### config.mk
export PLATFORM = sky130hd
export DESIGN_NAME = mem_bus_arbiter
export DESIGN_NICKNAME = d
export VERILOG_FILES = /design/src/rtl/mem_bus_arbiter.sv
export SDC_FILE = /design/constraint.sdc
export NUM_CORES = 1
export LEC_CHECK = 0
export ABC_AREA = 1
export CAP_MARGIN = 10
export CORE_MARGIN = 2
export CORE_UTILIZATION = 29
export CTS_CLUSTER_DIAMETER = 100
export DETAILED_ROUTE_END_ITERATION = 10
export PLACE_DENSITY_LB_ADDON = 0.08
export RECOVER_POWER = 25
export REMOVE_ABC_BUFFERS = 1
export SYNTH_ARGS = -nofsm -noshare
export SYNTH_HDL_FRONTEND = slang
export SYNTH_SLANG_ARGS = --single-unit
### constraint.sdc
create_clock -name clk -period 2.1 [get_ports clk]
set_input_delay 0.42 -clock clk [delete_from_list [all_inputs] [get_ports clk]]
set_output_delay 0.42 -clock clk [all_outputs]
set_load 0.05 [all_outputs]
### src/rtl/mem_bus_arbiter.sv
// mem_bus_arbiter: round-robin fetch/data arbiter and sequencer for a single Avalon-style bus
module mem_bus_arbiter #(
  parameter int TIMEOUT = 256
) (
  input  logic        clk,
  input  logic        reset,
  input  logic        f_req,
  input  logic [31:0] f_address,
  output logic        f_ack,
  output logic [31:0] f_rdata,
  input  logic        d_req,
  input  logic        d_write,
  input  logic [31:0] d_address,
  input  logic [31:0] d_writedata,
  input  logic [3:0]  d_byteenable,
  output logic        d_ack,
  output logic [31:0] d_rdata,
  output logic [31:0] address,
  output logic        read,
  output logic        write,
  output logic [31:0] writedata,
  output logic [3:0]  byteenable,
  input  logic        waitrequest,
  input  logic [31:0] readdata,
  output logic        busy,
  output logic        timeout
);
  typedef enum logic [1:0] {IDLE, ACCESS, RESP} state_t;
  state_t      r_state;
  logic        r_last_d;
  logic        r_gnt_d;
  logic [31:0] r_cnt;
  logic        w_gnt_d;
  logic        w_st;
  logic        w_to;
  logic [31:0] w_rdata;
  // last_grant resets to data so fetch wins the first contention
  assign w_gnt_d = d_req && (!f_req || !r_last_d);
  assign w_st    = w_gnt_d && d_write;
  assign w_to    = (TIMEOUT != 0) && waitrequest && (r_cnt == 32'(TIMEOUT - 1));
  assign w_rdata = (write || waitrequest) ? 32'h0 : readdata;
  always_ff @(posedge clk or negedge reset) begin
    if (!reset) begin
      r_state    <= IDLE;
      r_last_d   <= 1'b1;
      r_gnt_d    <= 1'b0;
      r_cnt      <= '0;
      f_ack      <= 1'b0;
      f_rdata    <= '0;
      d_ack      <= 1'b0;
      d_rdata    <= '0;
      address    <= '0;
      read       <= 1'b0;
      write      <= 1'b0;
      writedata  <= '0;
      byteenable <= '0;
      busy       <= 1'b0;
      timeout    <= 1'b0;
    end else begin
      case (r_state)
        IDLE: if (f_req || d_req) begin
          r_state    <= ACCESS;
          r_gnt_d    <= w_gnt_d;
          r_cnt      <= '0;
          busy       <= 1'b1;
          read       <= !w_st;
          write      <= w_st;
          address    <= w_gnt_d ? d_address : f_address;
          writedata  <= w_gnt_d ? d_writedata : 32'h0;
          byteenable <= w_gnt_d ? d_byteenable : 4'hf;
        end
        ACCESS: if (!waitrequest || w_to) begin
          r_state    <= RESP;
          r_last_d   <= r_gnt_d;
          read       <= 1'b0;
          write      <= 1'b0;
          address    <= '0;
          writedata  <= '0;
          byteenable <= '0;
          f_ack      <= !r_gnt_d;
          d_ack      <= r_gnt_d;
          f_rdata    <= r_gnt_d ? 32'h0 : w_rdata;
          d_rdata    <= r_gnt_d ? w_rdata : 32'h0;
          timeout    <= timeout || waitrequest;
        end else begin
          r_cnt <= r_cnt + 32'd1;
        end
        RESP: begin
          r_state <= IDLE;
          f_ack   <= 1'b0;
          d_ack   <= 1'b0;
          f_rdata <= '0;
          d_rdata <= '0;
          busy    <= 1'b0;
        end
        default: r_state <= IDLE;
      endcase
    end
  end
endmodule

==> summary.txt <==
Routing
  • First-pass DRT Iterations: 5
  • Antenna Nets Post-Route: 0
  • Met3 wire len: 1633 um
  • Routed WL: 31,580 um
  • Drt wl/cell: 17.15 um
  • Drt drc: 0
  • Top Metal Used: met5
  • Met2 WL: 15,360 um
  • Number of vias per cell: 4.682
  • Vias: 8,619
  • Metal1 wirelength: 14,060 um
  • Detailed Route Iter0 Violations: 626

Critical path
  • CP Capture Type: output port
  • Crit path largest cell delay: 0.85 ns
  • Worst path cell trace: clkdlybuf4s50_1
  • CP Buf/Inv Count: 1
  • Setup Crit Path Kind: reg2out
  • Crit Path Max Fanout: 2
  • Crit start category: register
  • CP Data Required Time: 1.68 ns
  • Slowest CP cell: clkdlybuf4s50_1
  • CP arrival: 1.64 ns
  • CP top delay family: buffers and inverters

Layout
  • Register area: 4355 um2
  • Post-route cell area: 12,720 um2
  • Non-Filler Instances: 1,841
  • Utilization after layout: 42.82%
  • Area occupied by multi-input gates: 3769 um2
  • Nets: 1,575
  • Layout cells sized above 1: 7.453%
  • Fillers: 3,089
  • Synthesis-to-finish area growth: 44.75%

Yosys
  • Post-synth top area share: 49.25%
  • Combinational family with the most area after synthesis: simple AND/OR/NAND/NOR gates
  • Synth cell count leaders: nand2_1 (469), dfrtp_1 (173), nand3_1 (139)
  • Synth Area in Simple Gates: 38.13%
  • Synth Cell Area: 8791 um2
  • Post-synthesis sequential area ratio: 49.54%
  • Async set or reset register ratio after synthesis: 100.0%
  • Synth Register Bits: 174
  • Mapped Avg Cell Area: 7.507 um2
  • Largest area contributor in the netlist: dfrtp_1
  • Yosys cell types: 28
  • Multiplexer share of the synthesized area: 0%
  • Complex-gate fraction of the synthesized area: 2.391%
  • Top FF cell, synth: dfrtp_1
  • Number of enable flip-flop cells after synthesis: 0
  • Synth Area in XOR/XNOR: 1.694%
  • Adder-cell area share of the yosys netlist: 0.1423%
  • Yosys warns: 0
  • Most frequent cell after synthesis: nand2_1
  • Top post-synthesis cells by area: dfrtp_1 (49%), nand2_1 (20%), nand3_1 (7.9%)
  • Syn Inst Count: 1,171

Global routing
  • Initial antenna violation count: 3
  • Pin count of the biggest net entering global routing: 69
  • Gr ovfl total: 0
  • First-pass GRT wire length: 49,020 um
  • GRT Total Usage: 20.04%
  • Vias in the first global route: 8,300

Timing
  • Final Max Slew Viols: 0
  • Worst slew margin: 38.67%
  • Final setup fails: 0
  • Tcrit/Tclk final: 98.23%
  • Final hold slack: 0.4693 ns
  • Fmax: 484.8 MHz
  • Unrepaired setup endpoints after global routing: false
  • Post-layout min period: 2.063 ns
  • Endpoints failing hold: 0
  • Skew final: 0.01607 ns
  • Worst Tran Pin Value: 0.9199 ns

Floorplan
  • # IOs: 276
  • Initial Utilization: 29.58%
  • Die W: 178.1 um
  • Core Box Area: 29,720 um2
  • Die H: 178.1 um
  • Core Rows: 63
  • Die area: 31,720 um2

Power
  • VDD IR max: 0.0004728 V
  • Leakage Power: 6.552 nW
  • Power Density: 1344 nW/um2

Place
  • # port buffers: 275
  • RD Place Congestion: 0.8068
  • Post-Place Cells: 1,806
  • Detail Placement HPWL: 22,110 um
  • Placement Cell Area: 12,080 um2

Clock tree
  • Clk_lat worst skew: 0.44 ns
  • Post-CTS setup buffer count: 0
  • Cts bufs inserted: 17
  • CTS tree: done
  • Reg clk slew, reported paths: 0.08 ns
  • # clock sinks: 174
  • Htree depth: 4
  • Root buf cell: clkbuf_16
  • Max Root-Sink Buffers: 2

Min path
  • Hold crit path type: reg2reg

Job
  • Max-cap violations: 0

Run status
  • Status: completed
[cells by family after synthesis]
family / Yosys count
flip-flops: 174
buffers and inverters: 148
XOR/XNOR: 17
adder cells (fa/ha/maj): 1
AND/OR/NAND/NOR: 790
AO/OA/AOI/OAI: 41
[stage by stage]
step / setup TNS [ns] / power [mW] / setup WS, ns
CTS: 0 / 17.32 / 0.008430
floorplan: -613.47 / 9.549 / -3.878
global route: 0 / 18.03 / 0.00003253
finish: 0 / 17.10 / 0.03710
detailed placement: 0 / 14.04 / 0.04478
global placement: 0 / 14.02 / 0.06850
[layout make-up]
type	count	share of cell area [%]
flip-flops and latches	174	34.23
multi-input cells	849	29.62
repair buffers	320	25.39
well taps	390	3.835
clock buffers	18	3.373
inverters	74	2.203
clock inverters	14	1.318
diodes	2	0.03933
[power by group]
| group | total [mW] | internal, mW | switching [mW] |
|---|---|---|---|
| Combinational | 9.04 | 2.66 | 6.39 |
| Clock | 3.23 | 1.61 | 1.62 |
| Sequential | 4.82 | 4.30 | 0.524 |
[cell usage in the layout, fill, tap and decap left out, drive strengths merged, types with 3 or more instances in the layout]
| cell type | synthesis | layout |
|---|---|---|
| nand4 | 69 | 69 |
| nand2 | 472 | 472 |
| dfrtp | 173 | 173 |
| nor3 | 3 | 3 |
| inv | 73 | 80 |
| dlymetal6s2s | 0 | 21 |
| o21ai | 7 | 7 |
| clkinv | 1 | 8 |
| clkdlybuf4s50 | 0 | 242 |
| nand3 | 140 | 140 |
| clkbuf | 34 | 19 |
| buf | 40 | 55 |
| nor2 | 103 | 103 |
| a21oi | 32 | 32 |
| xor2 | 15 | 15 |
[routing by layer]
layer	track usage (%)	vias to the layer above
met5	0	-
met4	5.294	4
met3	4.049	32
li1	-	4274
met1	26.78	4121
met2	33.06	188
[final timing paths]
check | startpoint | end | slack, ns | cells after the start
setup / recovery | read | read | 0.04 | 1
max in group asynchronous | reset | writedata[24] | 0.30 | 3
min in group asynchronous | reset | writedata[25] | 0.48 | 2
hold / removal | address[14] | address[14] | 0.47 | 2
setup reg to reg | r_cnt[1] | r_cnt[22] | 0.21 | 10
hold reg to reg | address[14] | address[14] | 0.47 | 2
[sequential cells by signal, indices dropped and copies added (netlist names)]
register	cells
address	32
busy	1
byteenable	4
d_ack	1
d_rdata	32
f_ack	1
f_rdata	32
r_cnt	32
r_gnt_d	1
r_last_d	1
r_state	2
read	1
timeout	1
write	1
writedata	32
[repair_timing]
action / in CTS / in global routing
hold endpoints to repair: 42 / 0
endpoints found under the setup margin: 0 / 87
hold buffers: 1 / 0
gates resized for setup: 0 / 29
(Power assumes the default switching activity.)
